File: src/rtl/trap_pkg.sv
// Shared types and constants for the machine-mode trap controller: FSM states, cause codes,
// CSR addresses and MSTATUS bit positions.
package trap_pkg;

    typedef enum logic [2:0] {
        StIdle,
        StWMepc,
        StWMcause,
        StWMtval,
        StWMstatus,
        StMretW,
        StRedirect
    } trap_state_t;

    localparam logic [3:0] CAUSE_ILLEGAL = 4'd2;
    localparam logic [3:0] CAUSE_EBREAK  = 4'd3;
    localparam logic [3:0] CAUSE_ECALL   = 4'd11;
    localparam logic [3:0] IRQ_MSI       = 4'd3;
    localparam logic [3:0] IRQ_MTI       = 4'd7;
    localparam logic [3:0] IRQ_MEI       = 4'd11;

    localparam logic [11:0] CSR_MSTATUS = 12'h300;
    localparam logic [11:0] CSR_MEPC    = 12'h341;
    localparam logic [11:0] CSR_MCAUSE  = 12'h342;
    localparam logic [11:0] CSR_MTVAL   = 12'h343;

    localparam int unsigned MSTATUS_MIE    = 3;
    localparam int unsigned MSTATUS_MPIE   = 7;
    localparam int unsigned MSTATUS_MPP_LO = 11;
    localparam int unsigned MSTATUS_MPP_HI = 12;

endpackage

File: src/rtl/trap_controller_if.sv
// Bundle of pipeline, CSR-file and fetch-redirect signals around the trap controller.
// master: the controller side; slave: the surrounding core / CSR file.
interface trap_controller_if #(
    parameter int unsigned XLEN = 32
);
    logic            illegal_instr;
    logic            ebreak;
    logic            ecall;
    logic            mret;
    logic [XLEN-1:0] trap_pc;
    logic [XLEN-1:0] trap_val;
    logic            irq_software;
    logic            irq_timer;
    logic            irq_external;
    logic [XLEN-1:0] mstatus_in;
    logic [XLEN-1:0] mie_in;
    logic [XLEN-1:0] mtvec_in;
    logic [XLEN-1:0] mepc_in;
    logic            csr_write_done;
    logic            csr_write_enable;
    logic [11:0]     csr_write_addr;
    logic [XLEN-1:0] csr_write_data;
    logic            flush;
    logic            stall;
    logic            redirect_valid;
    logic [XLEN-1:0] redirect_pc;
    logic            trap_busy;

    modport master (
        input  illegal_instr, ebreak, ecall, mret, trap_pc, trap_val,
        input  irq_software, irq_timer, irq_external,
        input  mstatus_in, mie_in, mtvec_in, mepc_in, csr_write_done,
        output csr_write_enable, csr_write_addr, csr_write_data,
        output flush, stall, redirect_valid, redirect_pc, trap_busy
    );

    modport slave (
        output illegal_instr, ebreak, ecall, mret, trap_pc, trap_val,
        output irq_software, irq_timer, irq_external,
        output mstatus_in, mie_in, mtvec_in, mepc_in, csr_write_done,
        input  csr_write_enable, csr_write_addr, csr_write_data,
        input  flush, stall, redirect_valid, redirect_pc, trap_busy
    );
endinterface

File: src/rtl/trap_cause_encoder.sv
// Combinational priority encoder: sync exception flags beat enabled interrupts.
// Order: illegal > ebreak > ecall > external > software > timer.
module trap_cause_encoder
    import trap_pkg::*;
#(
    parameter int unsigned XLEN = 32
) (
    input  logic            i_illegal,
    input  logic            i_ebreak,
    input  logic            i_ecall,
    input  logic            i_irq_sw,
    input  logic            i_irq_tm,
    input  logic            i_irq_ext,
    input  logic            i_global_ie,
    input  logic            i_mie_sw,
    input  logic            i_mie_tm,
    input  logic            i_mie_ext,
    output logic            o_take,
    output logic [XLEN-1:0] o_cause
);
    logic       w_is_irq;
    logic [3:0] w_code;

    always_comb begin
        o_take   = 1'b1;
        w_is_irq = 1'b0;
        w_code   = 4'd0;
        if (i_illegal) begin
            w_code = CAUSE_ILLEGAL;
        end else if (i_ebreak) begin
            w_code = CAUSE_EBREAK;
        end else if (i_ecall) begin
            w_code = CAUSE_ECALL;
        end else if (i_global_ie && i_mie_ext && i_irq_ext) begin
            w_is_irq = 1'b1;
            w_code   = IRQ_MEI;
        end else if (i_global_ie && i_mie_sw && i_irq_sw) begin
            w_is_irq = 1'b1;
            w_code   = IRQ_MSI;
        end else if (i_global_ie && i_mie_tm && i_irq_tm) begin
            w_is_irq = 1'b1;
            w_code   = IRQ_MTI;
        end else begin
            o_take = 1'b0;
        end
        o_cause = {w_is_irq, {(XLEN-5){1'b0}}, w_code};
    end
endmodule

File: src/rtl/trap_controller.sv
// Machine-mode trap entry / MRET sequencer driving the CSR file's single write port.
// Optional TRAP_VECTORED_EN: interrupts with MTVEC mode 01 jump to base + 4*code.
module trap_controller
    import trap_pkg::*;
#(
    parameter int unsigned     XLEN         = 32,
    parameter logic [XLEN-1:0] RESET_VECTOR = '0
) (
    input logic              clk,
    input logic              rst,
    trap_controller_if.master bus
);
    logic            w_take;
    logic [XLEN-1:0] w_cause;
    logic [XLEN-1:0] w_target;
    logic [XLEN-1:0] w_trap_status;
    logic [XLEN-1:0] w_mret_status;
    logic            w_unused_bits;

    trap_state_t     r_state;
    logic [XLEN-1:0] r_cause, r_tval, r_status, r_target;
    logic            r_we, r_flush, r_stall, r_rv, r_busy;
    logic [11:0]     r_addr;
    logic [XLEN-1:0] r_data, r_rpc;

    trap_cause_encoder #(.XLEN(XLEN)) u_enc (
        .i_illegal   (bus.illegal_instr),
        .i_ebreak    (bus.ebreak),
        .i_ecall     (bus.ecall),
        .i_irq_sw    (bus.irq_software),
        .i_irq_tm    (bus.irq_timer),
        .i_irq_ext   (bus.irq_external),
        .i_global_ie (bus.mstatus_in[MSTATUS_MIE]),
        .i_mie_sw    (bus.mie_in[IRQ_MSI]),
        .i_mie_tm    (bus.mie_in[IRQ_MTI]),
        .i_mie_ext   (bus.mie_in[IRQ_MEI]),
        .o_take      (w_take),
        .o_cause     (w_cause)
    );

    assign w_unused_bits = ^{bus.mie_in, bus.mtvec_in[1:0]};

    always_comb begin
        w_target = {bus.mtvec_in[XLEN-1:2], 2'b00};
`ifdef TRAP_VECTORED_EN
        if (w_cause[XLEN-1] && (bus.mtvec_in[1:0] == 2'b01)) begin
            w_target = w_target + {{(XLEN-6){1'b0}}, w_cause[3:0], 2'b00};
        end
`endif
        w_trap_status                                = bus.mstatus_in;
        w_trap_status[MSTATUS_MPIE]                  = bus.mstatus_in[MSTATUS_MIE];
        w_trap_status[MSTATUS_MIE]                   = 1'b0;
        w_trap_status[MSTATUS_MPP_HI:MSTATUS_MPP_LO] = 2'b11;
        w_mret_status                                = bus.mstatus_in;
        w_mret_status[MSTATUS_MIE]                   = bus.mstatus_in[MSTATUS_MPIE];
        w_mret_status[MSTATUS_MPIE]                  = 1'b1;
        w_mret_status[MSTATUS_MPP_HI:MSTATUS_MPP_LO] = 2'b11;
    end

    always_ff @(posedge clk or posedge rst) begin
        if (rst) begin
            r_state  <= StIdle;
            r_cause  <= '0;
            r_tval   <= '0;
            r_status <= '0;
            r_target <= '0;
            r_we     <= 1'b0;
            r_addr   <= '0;
            r_data   <= '0;
            r_flush  <= 1'b0;
            r_stall  <= 1'b0;
            r_rv     <= 1'b0;
            r_rpc    <= RESET_VECTOR;
            r_busy   <= 1'b0;
        end else begin
            r_flush <= 1'b0;
            r_rv    <= 1'b0;
            unique case (r_state)
                StIdle: begin
                    r_rpc <= RESET_VECTOR;
                    // A trap and an MRET in the same cycle: the trap wins, the MRET is dropped.
                    if (w_take) begin
                        r_state  <= StWMepc;
                        r_cause  <= w_cause;
                        r_tval   <= bus.trap_val;
                        r_status <= w_trap_status;
                        r_target <= w_target;
                        r_we     <= 1'b1;
                        r_addr   <= CSR_MEPC;
                        r_data   <= bus.trap_pc;
                        r_flush  <= 1'b1;
                        r_stall  <= 1'b1;
                        r_busy   <= 1'b1;
                    end else if (bus.mret) begin
                        r_state  <= StMretW;
                        r_target <= bus.mepc_in;
                        r_we     <= 1'b1;
                        r_addr   <= CSR_MSTATUS;
                        r_data   <= w_mret_status;
                        r_flush  <= 1'b1;
                        r_stall  <= 1'b1;
                        r_busy   <= 1'b1;
                    end
                end
                StWMepc: if (bus.csr_write_done) begin
                    r_state <= StWMcause;
                    r_addr  <= CSR_MCAUSE;
                    r_data  <= r_cause;
                end
                StWMcause: if (bus.csr_write_done) begin
                    r_state <= StWMtval;
                    r_addr  <= CSR_MTVAL;
                    r_data  <= r_tval;
                end
                StWMtval: if (bus.csr_write_done) begin
                    r_state <= StWMstatus;
                    r_addr  <= CSR_MSTATUS;
                    r_data  <= r_status;
                end
                StWMstatus, StMretW: if (bus.csr_write_done) begin
                    r_state <= StRedirect;
                    r_we    <= 1'b0;
                    r_addr  <= '0;
                    r_data  <= '0;
                    r_rv    <= 1'b1;
                    r_rpc   <= r_target;
                end
                StRedirect: begin
                    r_state <= StIdle;
                    r_stall <= 1'b0;
                    r_busy  <= 1'b0;
                    r_rpc   <= RESET_VECTOR;
                end
                default: r_state <= StIdle;
            endcase
        end
    end

    assign bus.csr_write_enable = r_we;
    assign bus.csr_write_addr   = r_addr;
    assign bus.csr_write_data   = r_data;
    assign bus.flush            = r_flush;
    assign bus.stall            = r_stall;
    assign bus.redirect_valid   = r_rv;
    assign bus.redirect_pc      = r_rpc;
    assign bus.trap_busy        = r_busy;
endmodule
File: src/flat_wrapper.sv
// flat-port wrapper written by rule: the top's interface ports become plain ports
module trap_controller_flat import trap_pkg::*;
#(
    parameter int unsigned     XLEN         = 32,
    parameter logic [XLEN-1:0] RESET_VECTOR = '0
)
  (clk, rst, bus_illegal_instr, bus_ebreak, bus_ecall, bus_mret, bus_trap_pc, bus_trap_val, bus_irq_software, bus_irq_timer, bus_irq_external, bus_mstatus_in, bus_mie_in, bus_mtvec_in, bus_mepc_in, bus_csr_write_done, bus_csr_write_enable, bus_csr_write_addr, bus_csr_write_data, bus_flush, bus_stall, bus_redirect_valid, bus_redirect_pc, bus_trap_busy);
  trap_controller_if #(.XLEN(XLEN)) bus_i ();
  input logic clk;
  input logic rst;
  input wire logic [$bits(bus_i.illegal_instr)-1:0] bus_illegal_instr;
  input wire logic [$bits(bus_i.ebreak)-1:0] bus_ebreak;
  input wire logic [$bits(bus_i.ecall)-1:0] bus_ecall;
  input wire logic [$bits(bus_i.mret)-1:0] bus_mret;
  input wire logic [$bits(bus_i.trap_pc)-1:0] bus_trap_pc;
  input wire logic [$bits(bus_i.trap_val)-1:0] bus_trap_val;
  input wire logic [$bits(bus_i.irq_software)-1:0] bus_irq_software;
  input wire logic [$bits(bus_i.irq_timer)-1:0] bus_irq_timer;
  input wire logic [$bits(bus_i.irq_external)-1:0] bus_irq_external;
  input wire logic [$bits(bus_i.mstatus_in)-1:0] bus_mstatus_in;
  input wire logic [$bits(bus_i.mie_in)-1:0] bus_mie_in;
  input wire logic [$bits(bus_i.mtvec_in)-1:0] bus_mtvec_in;
  input wire logic [$bits(bus_i.mepc_in)-1:0] bus_mepc_in;
  input wire logic [$bits(bus_i.csr_write_done)-1:0] bus_csr_write_done;
  output wire logic [$bits(bus_i.csr_write_enable)-1:0] bus_csr_write_enable;
  output wire logic [$bits(bus_i.csr_write_addr)-1:0] bus_csr_write_addr;
  output wire logic [$bits(bus_i.csr_write_data)-1:0] bus_csr_write_data;
  output wire logic [$bits(bus_i.flush)-1:0] bus_flush;
  output wire logic [$bits(bus_i.stall)-1:0] bus_stall;
  output wire logic [$bits(bus_i.redirect_valid)-1:0] bus_redirect_valid;
  output wire logic [$bits(bus_i.redirect_pc)-1:0] bus_redirect_pc;
  output wire logic [$bits(bus_i.trap_busy)-1:0] bus_trap_busy;
  assign bus_i.illegal_instr = bus_illegal_instr;
  assign bus_i.ebreak = bus_ebreak;
  assign bus_i.ecall = bus_ecall;
  assign bus_i.mret = bus_mret;
  assign bus_i.trap_pc = bus_trap_pc;
  assign bus_i.trap_val = bus_trap_val;
  assign bus_i.irq_software = bus_irq_software;
  assign bus_i.irq_timer = bus_irq_timer;
  assign bus_i.irq_external = bus_irq_external;
  assign bus_i.mstatus_in = bus_mstatus_in;
  assign bus_i.mie_in = bus_mie_in;
  assign bus_i.mtvec_in = bus_mtvec_in;
  assign bus_i.mepc_in = bus_mepc_in;
  assign bus_i.csr_write_done = bus_csr_write_done;
  assign bus_csr_write_enable = bus_i.csr_write_enable;
  assign bus_csr_write_addr = bus_i.csr_write_addr;
  assign bus_csr_write_data = bus_i.csr_write_data;
  assign bus_flush = bus_i.flush;
  assign bus_stall = bus_i.stall;
  assign bus_redirect_valid = bus_i.redirect_valid;
  assign bus_redirect_pc = bus_i.redirect_pc;
  assign bus_trap_busy = bus_i.trap_busy;
  trap_controller #(.XLEN(XLEN), .RESET_VECTOR(RESET_VECTOR)) u_core (.clk(clk), .rst(rst), .bus(bus_i));
endmodule
File: config.mk
export PLATFORM = sky130hd
export DESIGN_NAME = trap_controller_flat
export DESIGN_NICKNAME = d
export VERILOG_FILES = /design/src/rtl/trap_pkg.sv /design/src/rtl/trap_controller_if.sv /design/src/rtl/trap_cause_encoder.sv /design/src/rtl/trap_controller.sv /design/src/flat_wrapper.sv
export SDC_FILE = /design/constraint.sdc
export NUM_CORES = 1
export LEC_CHECK = 0
export CAP_MARGIN = 20
export CORE_MARGIN = 2
export CORE_UTILIZATION = 46
export DETAILED_ROUTE_END_ITERATION = 8
export PLACE_DENSITY_LB_ADDON = 0.05
export SLEW_MARGIN = 0
export SYNTH_ARGS = -nofsm -noshare
export SYNTH_HDL_FRONTEND = slang
export SYNTH_SLANG_ARGS = --single-unit
File: constraint.sdc
create_clock -name clk -period 6.9 [get_ports clk]
set_input_delay 1.725 -clock clk [delete_from_list [all_inputs] [get_ports clk]]
set_output_delay 1.725 -clock clk [all_outputs]
set_load 0.01 [all_outputs]
After elaboration in Yosys (flattened, before gate mapping)

Cells that the tools add are included.

Eq/ne operators: 11
Mux-type cells: 50
Reductions and logical operators: 21

Operators with widths:

| cell               | count |
|---|---|
| $mux 32            | 9 |
| $pmux 32 s5        | 1 |
| $mux 12            | 6 |
| $pmux 32 s2        | 1 |
| $pmux 12 s5        | 1 |
| $mux 3             | 8 |
| $mux 1             | 17 |
| $mux 4             | 4 |
| $pmux 3 s5         | 1 |
| $eq 3x3->1 const B | 3 |
| $ne 2x2->1 const B | 4 |
| $reduce_and 2->1   | 4 |
| $reduce_bool 2->1  | 4 |
| $eq 3x2->1 const B | 2 |
| $logic_and 1x1->1  | 6 |
| $reduce_and 6->1   | 1 |
| $reduce_and 5->1   | 1 |
| $reduce_bool 5->1  | 1 |
| $pmux 1 s2         | 2 |
| $reduce_or 2->1    | 2 |
| $eq 3x1->1 const B | 1 |
| $logic_not 3->1    | 1 |
| $ne 3x3->1 const B | 1 |
| $reduce_and 3->1   | 1 |

Bits in registers: 183
Bits of input ports: 202
Word-level logic and storage cells: 94

Logic depth before layout (Yosys ltp)

Gate-level depths: netlist of the first run.

Depth after elaboration: 10
Depth in mapped cells: 8
Depth with buffers taken out: 5

Modules after synthesis

Synthesis of the first run repeated with hierarchy kept, for this count alone.

Cells, all modules: 835
Area total of the unflattened synthesis: 9,580.4 um^2

Modules (own cells, without submodules):

| module             | instances | cells an instance | area each (um^2) |
|---|---|---|---|
| trap_controller    | 1         | 793               | 9,287.7 |
| trap_cause_encoder | 1         | 42                | 292.8 |

Worst setup path before layout of the first run

Ideal clock, no wire load.

Path kind: input -> register
Start: input bus_ebreak
End: register u_core.r_data[10], in the netlist u_core.bus.csr_write_data[10]
Data arrival time: 3.106 ns
Data required time: 6.778 ns
Path slack: 3.673 ns
Stages: 5
Buffers on the path: 1
Path through: or3_4 -> a2111oi_4 -> o22ai_4 -> buf_6 -> a32o_1

Word-level cells in the longest chain between the ends: 4
Elaborated cells between the ends (all ways): 6
Those cells by class: eq/ne (1); mux (4); reduce/logical (1)

RTL lines:

| what                                                             | line                     | RTL |
|---|---|---|
| start: declaration                                               | flat_wrapper.sv:12       | `input wire logic [$bits(bus_i.ebreak)-1:0] bus_ebreak;` |
| $mux 1 (*)                                                       | trap_cause_encoder.sv:30 | `end else if (i_ebreak) begin` |
| $mux 1 (*)                                                       | trap_cause_encoder.sv:28 | `if (i_illegal) begin` |
| $ne 3x3->1 (no source line) or $mux 32 (tied branches)           | --                       |  |
| $reduce_and 6->1 (no source line) or $pmux 32 s5 (tied branches) | --                       |  |
| end signal: assignment                                           | trap_controller.sv:90    | `r_data <= bus.trap_pc;` |
| end signal: assignment                                           | trap_controller.sv:99    | `r_data <= w_mret_status;` |
| end signal: assignment                                           | trap_controller.sv:108   | `r_data <= r_cause;` |
| end: declaration                                                 | trap_controller.sv:24    | `logic [XLEN-1:0] r_data, r_rpc;` |

Mark *: on every way between the ends. The rest lies on a longest branch, timed or not.
A chain may end at the register's enable or synchronous reset.

Worst setup path in the final report of the first run

Start: input bus_mstatus_in[3]
End: register u_core.r_data[11], in the netlist u_core.bus.csr_write_data[11]

Word-level cells in the longest chain between the ends: 10
Elaborated cells between the ends (all ways): 16
Those cells by class: eq/ne (1); mux (8); reduce/logical (7)

RTL lines:

| what                                                             | line                     | RTL |
|---|---|---|
| start: declaration                                               | flat_wrapper.sv:20       | `input wire logic [$bits(bus_i.mstatus_in)-1:0] bus_mstatus_in;` |
| $logic_and 1x1->1 (2 in series)                                  | trap_cause_encoder.sv:40 | `end else if (i_global_ie && i_mie_tm && i_irq_tm) begin` |
| $mux 1                                                           | trap_cause_encoder.sv:40 |  |
| $mux 1                                                           | trap_cause_encoder.sv:37 | `end else if (i_global_ie && i_mie_sw && i_irq_sw) begin` |
| $mux 1 (*)                                                       | trap_cause_encoder.sv:34 | `end else if (i_global_ie && i_mie_ext && i_irq_ext) begin` |
| $mux 1 (*)                                                       | trap_cause_encoder.sv:32 | `end else if (i_ecall) begin` |
| $mux 1 (*)                                                       | trap_cause_encoder.sv:30 |  |
| $mux 1 (*)                                                       | trap_cause_encoder.sv:28 |  |
| $ne 3x3->1 (no source line) or $mux 32 (tied branches)           | --                       |  |
| $reduce_and 6->1 (no source line) or $pmux 32 s5 (tied branches) | --                       |  |

Marked as above.

==> results of run 1 <==
[metal layers]
metal,share of wire,vias to the layer above,global-route usage
li1,-,3262,-
met1,0.43,3368,0.315
met2,0.48,214,0.394
met3,0.070,25,0.0670
met4,0.019,0,0.0728
met5,0,-,0
[worst paths after layout]
check / start / to / slack (ns)
min reg2reg: u_core.r_status[12]$_DFFE_PP0P_ / u_core.r_status[12]$_DFFE_PP0P_ / 0.47
min in group asynchronous: rst / u_core.r_status[7]$_DFFE_PP0P_ / 1.87
max in group asynchronous: rst / u_core.bus.csr_write_data[5]$_DFFE_PP0P_ / 4.00
max reg2reg: u_core.r_state[1]$_DFFE_PP0P_ / u_core.bus.csr_write_data[11]$_DFFE_PP0P_ / 3.48
max: bus_mstatus_in[3] / u_core.bus.csr_write_data[11]$_DFFE_PP0P_ / 2.62
min: u_core.r_status[12]$_DFFE_PP0P_ / u_core.r_status[12]$_DFFE_PP0P_ / 0.47
[final cells by class]
type | count | area [um^2] | share of cell area
Clock buffer | 18 | 429 | 0.0376
Inverter | 10 | 42.5 | 0.00372
Sequential cell | 174 | 4350 | 0.381
Tap cell | 229 | 287 | 0.0251
Clock inverter | 14 | 170 | 0.0149
Multi-Input combinational cell | 536 | 3610 | 0.316
Timing Repair Buffer | 256 | 2540 | 0.222
[registers in the layout, summed over array words and instances, names as in the netlist]
signal	flops
u_core.bus.flush	1
u_core.r_tval	32
u_core.r_cause	5
u_core.r_target	32
u_core.bus.csr_write_data	32
u_core.r_state	3
u_core.bus.csr_write_enable	1
u_core.bus.trap_busy	1
u_core.r_status	30
u_core.bus.redirect_pc	32
u_core.bus.redirect_valid	1
u_core.bus.csr_write_addr	4
[power by group]
group          leakage, nW  internal (mW)  switching [mW]  total (mW)
clock                0.289          0.549           0.445       0.994
sequential            2.16           1.49           0.274        1.76
combinational         2.07           1.12            1.14        2.25
total                 4.51           3.15            1.86        5.01
[per-stage QoR]
stage | power (mW) | worst slack [ns] | std cells | instance area, um^2 | hold slack (ns)
after global placement | 3.99 | 2.20 | 1204 | 10800 | 0.445
after floorplan | 3.23 | 0.458 | 799 | 8390 | 0.429
after global routing | 5.35 | 2.42 | 1237 | 11400 | 0.497
after CTS | 5.04 | 2.63 | 1236 | 11400 | 0.475
final | 5.01 | 2.62 | 1237 | 11400 | 0.474
after detailed placement | 4.03 | 2.17 | 1204 | 10800 | 0.453
[layout by cell type (no fill, tap or decap), types with 15 or more instances in the layout]
cell type        count
a21oi_1            102
a32o_1              29
clkbuf_16           17
clkdlybuf4s50_1    242
dfrtp_1            174
mux2_2              65
mux2i_1             59
nand2_1             88
nor2_1              15
o21ai_0             53
o21ai_1             30
o22ai_1             16
[cells by family (layout without fill, tap and decap cells)]
kind of cell	after synthesis	count (layout)
other cells	1	7
compound gates	267	267
mux	124	124
simple gates	138	138
buf+inv	89	298
flops	174	174
==> run summary, run 1 <==
Status = finished, final reports clean
Min-Delay Path Class = reg2reg
Via count = 6869
DRT iter0 DRCs = 336
Final Hold Viols = 0
Post-route DRC = 0
Layout cells sized above 1 = 0.121
CTS tree = built
Post-Synthesis Cells = 793
# hold bufs at CTS = 0
Synth cell count leaders = 174 x dfrtp_1, 103 x a21oi_1, 90 x nand2_1
Startpoint Class = primary input
Vias in the first global route = 6886
CTS root buf = clkbuf_16
Worst reg2reg path depth = 4
Critical Path RT = 7.22 ns
Final Core Density = 0.638
Worst hold stages = 1
Tcrit/Tclk final = 0.620
WL/cell = 18.6 um
CTS buffer count = 17
Placer Congestion = 0.769
First-pass GRT wire length = 37100 um
EDFF count, synth = 0
Post-CTS Setup Repair Bufs = 0
Worst slew margin = 0.297
Clock insertion delay at the later pin of the skew report = 0.44 ns
CP max FO = 36
CTS sink cnt = 174
Sequential share of the synthesized area = 0.521
Crit path capture type = flop
Largest family of logic cells by synthesized area = compound AO/OA/AOI/OAI gates
Die W = 139 um
Core Rows = 49
Synthesized cell area = 8360 um^2
Crit-path cells = clkdlybuf4s50_1 -> inv_1 -> o2111ai_1 -> nand2b_2 -> mux2_2
IO Port Bufs = 242
Clk_skew = 0.00816 ns
#FFs+latches synth = 174
Proportion of synthesized area in mux cells = 0.158
Avg Inst Size Synth = 10.5 um^2
Final nets = 1197
Power Dens Cells = 438 nW/um^2
VDD IR max = 0.214 mV
Compound-gate portion of the synthesized area = 0.197
Core area = 17900 um^2
Clock Tree Buf Depth = 2
Netlist cell types = 48
XOR/XNOR share of the synthesized area = 0
CTS H-tree lvls = 4
Initial antenna violation count = 0
Chip height = 139 um
Post-synthesis async set-or-reset flop share = 1.00
Top FF cell, synth = dfrtp_1
Dpl hpwl = 14600 um
CP delay by family, top = buffers and inverters
Fmax = 0.234 GHz
All-Layer GR Usage = 0.241
Crit path time final = 4.28 ns
Cell taking the most area after synthesis = dfrtp_1
Simple logic cell fraction of the synthesized area = 0.0703
RSZ-0062 raised after global routing = no
YS warnings = 0
Pleak = 4.51 nW
# fillers = 1528
CP Class = in2reg
Pin count of the biggest net entering global routing = 106
Crit-path slowest cell = nand2b_2
Fin. max-slew vios = 0
Final setup fails = 0
Reported max-cap violation count = 0
Clock transition at path regs = 0.07 ns
Least-Margin Pin Slew = 1.05 ns
Synth area leaders = dfrtp_1 52%, mux2_2 8.8%, mux2i_1 7.1%
Max incr delay on CP = 0.76 ns
Synth top area share = 0.521
Levels on crit path = 5
Post-CTS sizing = 0
Most common cell in the netlist = dfrtp_1
Initial Util = 0.467
Final ANT Viol Nets = 0
Die area = 19300 um^2
# diodes = 0
Detailed Routing Iterations Pass 1 = 4
Grt total ovfl = 0
Post-Synth Adder-Cell Area = 0
# IOs = 283
Total detailed-routing wirelength = 23000 um
Synth-to-Final Area Change = 36.7%
CP bufs+invs = 2
Post-Route Setup TNS = 0 ns
Via density = 5.55
Crit path DAT = 4.59 ns
(Power assumes the default switching activity.)
==> run 2, diff against run 1 <==
Settings changed: CORE_UTILIZATION 46 to 42.
Clock period 6.9 ns to 3.6 ns, I/O delays scaled along.
==> run 2 against run 1 <==
Sequential cell count unchanged. Count of clock-buffer cells in the layout grew 1. Global-route usage fell by 1.2 points. Combinational power grew 96%. Design area up 1.4%. Critical path depth did not move. Sequential power rose by 92%. Register-to-register slack lost 2.4 ns. Worst setup slack worse by 1.7 ns. Final cell count is 3.6% higher. First-iteration DRC count is 0.60% higher. Critical path type unchanged. Largest power group unchanged.
==> run summary, run 2 (synthesis results as in run 1) <==
Final Hold Viols = 0
DRT iter0 DRCs = 338
Chip height = 145 um
VDD IR max = 0.455 mV
Worst Hold Path EP = u_core.r_cause[1]$_DFFE_PP0P_
Initial Util = 0.428
Tcrit/Tclk final = 0.751
CTS H-tree lvls = 4
Crit path capture type = flop
Post-CTS sizing = 0
Least-Margin Pin Slew = 0.882 ns
Most frequent cells in the layout = 242 x clkdlybuf4s50_1, 174 x dfrtp_1, 102 x a21oi_1
# IOs = 283
Crit path time final = 2.71 ns
Clock insertion delay at the later pin of the skew report = 0.43 ns
WL/cell = 18.4 um
# diodes = 0
Placer Congestion = 0.769
Final hold slack = 0.471 ns
FF-to-FF Start = u_core.r_state[1]$_DFFE_PP0P_
Die W = 145 um
Vias in the first global route = 6988
Fin. max-slew vios = 0
# hold bufs at CTS = 0
Die area = 21100 um^2
Post-route cell area = 11600 um^2
Final Core Density = 0.593
Worst reg2reg path depth = 5
IO Port Bufs = 242
Commonest non-fill, non-tap cell in the layout = clkdlybuf4s50_1
Reported max-cap violation count = 0
Status = finished, final reports clean
Via count = 6877
Pleak = 4.57 nW
Detailed Routing Iterations Pass 1 = 4
Initial antenna violation count = 2
Worst hold stages = 1
Core area = 19500 um^2
CTS tree = built
Via density = 5.36
CTS root buf = clkbuf_16
Reg2Reg Setup Slack = 1.06 ns
Critical Path RT = 3.92 ns
Core Rows = 51
Final ANT Viol Nets = 0
First-pass GRT wire length = 38300 um
Post-Route Setup TNS = 0 ns
CTS sink cnt = 174
Place WS = 0.445 ns
R2r endpoint = u_core.bus.csr_write_data[9]$_DFFE_PP0P_
Synth-to-Final Area Change = 38.6%
Total detailed-routing wirelength = 23600 um
Crit path DAT = 3.03 ns
CP max FO = 24
Fmax = 0.370 GHz
Pin count of the biggest net entering global routing = 72
CTS buffer count = 17
Dpl hpwl = 15500 um
Hold_sp = u_core.r_cause[1]$_DFFE_PP0P_
Min-Delay Path Class = reg2reg
Final nets = 1206
All-Layer GR Usage = 0.229
Layout cells sized above 1 = 0.129
Worst slew margin = 0.412
CP Class = in2reg
Post-route DRC = 0
Clock Tree Buf Depth = 2
Final setup fails = 0
Final Worst Setup Slack = 0.895 ns
Power Dens Cells = 831 nW/um^2
Grt total ovfl = 0
RSZ-0062 raised after global routing = no
Startpoint Class = primary input
Post-CTS Setup Repair Bufs = 0
Clock transition at path regs = 0.07 ns
Placed Area = 11000 um^2
Clk_skew = 0.00817 ns
## run 2: cell count changes in the layout (fill, tap and decap cells not counted), sizes merged
cell	change
clkbuf	+1
clkinvlp	+1
inv	-3
buf	+9
clkinv	+2
bufinv	-1
## run 2: how the worst max path moves through the flow
| stage | depth (start not counted) | from | end | slack [ns] |
|---|---|---|---|---|
| 3_3_place_gp | 5 | bus_illegal_instr | u_core.bus.csr_write_data[4]$_DFFE_PP0P_ | 0.44 |
| 4_1_cts | 5 | bus_illegal_instr | u_core.bus.csr_write_data[4]$_DFFE_PP0P_ | 0.91 |
| 2_1_floorplan | 1 | rst | u_core.bus.csr_write_addr[0]$_DFFE_PP0P_ | 0.48 |
| 3_5_place_dp | 5 | bus_illegal_instr | u_core.bus.csr_write_data[4]$_DFFE_PP0P_ | 0.45 |
| 6_report | 5 | bus_illegal_instr | u_core.bus.csr_write_data[4]$_DFFE_PP0P_ | 0.89 |
| 5_1_grt | 5 | bus_illegal_instr | u_core.bus.csr_write_data[4]$_DFFE_PP0P_ | 0.81 |
## run 2: power breakdown
| group | leakage (nW) | internal (mW) | switching [mW] |
|---|---|---|---|
| logic | 2.13 | 2.20 | 2.20 |
| clock network | 0.284 | 1.00 | 0.845 |
| registers | 2.16 | 2.85 | 0.526 |
## run 2: metal layers
layer  up-vias  track usage  wire [um]
li1       3285            -          -
met2       231        0.380      11400
met3        19       0.0673       1790
met4         4       0.0657        269
met1      3338        0.291      10100
met5         -            0         30
## run 2: per-stage QoR
step	cells	total power [mW]
2_1_floorplan	799	6.19
3_3_place_gp	1249	7.72
3_5_place_dp	1249	7.83
4_1_cts	1281	9.70
5_1_grt	1282	10.3
6_report	1282	9.63
## run 2: final cells by class
class	count	area (um^2)
flip-flops and latches	174	4350
inverters	10	41.3
well taps	265	332
clock buffers	19	443
multi-input cells	536	3610
fillers	1732	7940
clock inverters	13	148
repair buffers	265	2670
## run 2: worst max-delay path, stage by stage
cell and delay (ns):
clkdlybuf4s50_1 0.49, or3_4 0.44, a2111oi_4 0.49, o22ai_4 0.36, a32o_1 0.35
==> run 3, diff against run 2 <==
Clock period 3.6 ns to 2.2 ns, I/O delays scaled along.
==> run 3 against run 2 <==
Die area did not move. First-iteration DRC count fell by 22%. Design area rose by 4.6%. Via count rose by 3.8%. Non-clock buffer count rose by 46. Largest cell class unchanged. Final cell count rose by 3.6%. Register-to-register slack got worse by 0.80 ns. Critical path depth rose by 1. Clock power rose by 70%. Global-route usage rose by 0.33 points. Sequential share of layout area fell by 1.7 points.
==> run summary, run 3 (synthesis results as in run 1) <==
Top Usage Layer GRT = met2
Dpl cells = 1294
Clock Tree Buf Depth = 2
RSZ-0062 raised after global routing = no
WL/cell = 18.1 um
Final nets = 1252
CTS H-tree lvls = 4
Pin count of the biggest net entering global routing = 61
Reg2Reg Setup Slack = 0.26 ns
# fillers = 1686
# IOs = 283
Final ANT Viol Nets = 0
Crit-path slowest cell = or3_4
Reported max-cap violation count = 0
Final Hold Viols = 0
# hold bufs at CTS = 0
Clock insertion delay at the later pin of the skew report = 0.43 ns
Die W = 145 um
Dpl hpwl = 17000 um
Synth-to-Final Area Change = 45.0%
Commonest non-fill, non-tap cell in the layout = clkdlybuf4s50_1
Status = finished, final reports clean
CTS buffer count = 17
Clock transition at path regs = 0.07 ns
Chip height = 145 um
Final setup fails = 0
CP Class = in2reg
Detailed Routing Iterations Pass 1 = 6
Power Dens Cells = 1360 nW/um^2
Post-route cell area = 12100 um^2
Min-Delay Path Class = in2async
Core area = 19500 um^2
Via count = 7140
Initial Util = 0.428
Pleak = 4.86 nW
CP bufs+invs = 2
CTS tree = built
Max incr delay on CP = 0.44 ns
GR Util met1 = 0.302
Grt total ovfl = 0
Core Rows = 51
All-Layer GR Usage = 0.232
Placer Congestion = 0.793
Crit path capture type = flop
Fmax = 0.469 GHz
Layout cells sized above 1 = 0.168
VDD IR max = 0.679 mV
Total detailed-routing wirelength = 24000 um
First-pass GRT wire length = 38900 um
Initial antenna violation count = 1
DRT iter0 DRCs = 262
CTS root buf = clkbuf_16
IO Port Bufs = 242
Via density = 5.38
# diodes = 0
Post-route DRC = 0
Crit path DAT = 2.44 ns
CP max FO = 17
Placed Area = 11500 um^2
CTS sink cnt = 174
Most frequent cells in the layout = 242 x clkdlybuf4s50_1, 174 x dfrtp_1, 102 x a21oi_1
Critical Path RT = 2.51 ns
Vias in the first global route = 7304
Tcrit/Tclk final = 0.968
Global Route met2 Usage = 0.387
Crit-path cells = clkdlybuf4s50_1 -> or3_4 -> a211oi_4 -> buf_4 -> mux2i_1 -> o21ai_1
Grt met3 use = 0.0553
CP delay by family, top = buffers and inverters
Crit path time final = 2.13 ns
Clk_skew = 0.00967 ns
Final non-filler cell total = 1328
Startpoint Class = primary input
Fin. max-slew vios = 0
Die area = 21100 um^2
[run 3: timing repair]
item | in CTS | in global routing
resized for setup | 0 | 1
setup endpoints to repair | 0 | 50
setup buffers | 0 | 2
hold endpoints to repair | 0 | 0
[run 3: path summary, 6_finish.rpt]
kind                                               start                                   endpoint  cells after the start
setup / recovery                              bus_ebreak            u_core.r_target[31]$_DFFE_PP0P_                      6
hold / removal                                       rst        u_core.bus.redirect_valid$_DFF_PP0_                      2
setup reg to reg           u_core.r_state[0]$_DFFE_PP0P_  u_core.bus.csr_write_data[31]$_DFFE_PP0P_                      6
hold reg to reg            u_core.r_cause[1]$_DFFE_PP0P_              u_core.r_cause[1]$_DFFE_PP0P_                      1
max in group asynchronous                            rst            u_core.r_target[22]$_DFFE_PP0P_                      3
min in group clk           u_core.r_cause[1]$_DFFE_PP0P_              u_core.r_cause[1]$_DFFE_PP0P_                      1
[run 3: final cells by class]
class / count / area, um^2 / share of cell area
flip-flops and latches: 174 / 4350 / 0.359
multi-input cells: 536 / 3610 / 0.298
repair buffers: 311 / 3180 / 0.262
clock buffers: 18 / 439 / 0.0362
well taps: 265 / 332 / 0.0273
clock inverters: 14 / 171 / 0.0141
inverters: 10 / 41.3 / 0.00340
[run 3: routing by layer]
| layer | routed length (um) | part of all wire | up-vias |
|---|---|---|---|
| met3 | 1360 | 0.057 | 25 |
| met2 | 11800 | 0.49 | 199 |
| met5 | 16 | 0.00067 | - |
| li1 | - | - | 3385 |
| met1 | 10500 | 0.44 | 3529 |
| met4 | 337 | 0.014 | 2 |
[run 3: power by group]
part	switching [mW]	total, mW	leakage, nW	internal, mW
clock network	1.39	3.14	0.292	1.75
registers	0.772	5.44	2.16	4.67
logic	3.80	7.89	2.41	4.09
total	5.96	16.5	4.86	10.5
[run 3: through the flow]
stage	hold slack, ns	util	TNS [ns]	worst slack (ns)	total power, mW
2_1_floorplan	0.429	-	-99.99	-0.575	10.1
3_3_place_gp	0.445	0.589	-40.69	-0.359	13.3
3_5_place_dp	0.447	0.589	-44.32	-0.386	13.4
4_1_cts	0.430	0.620	0	0.0731	16.6
5_1_grt	0.438	0.621	0	0.0111	17.6
6_report	0.431	0.621	0	0.0695	16.5
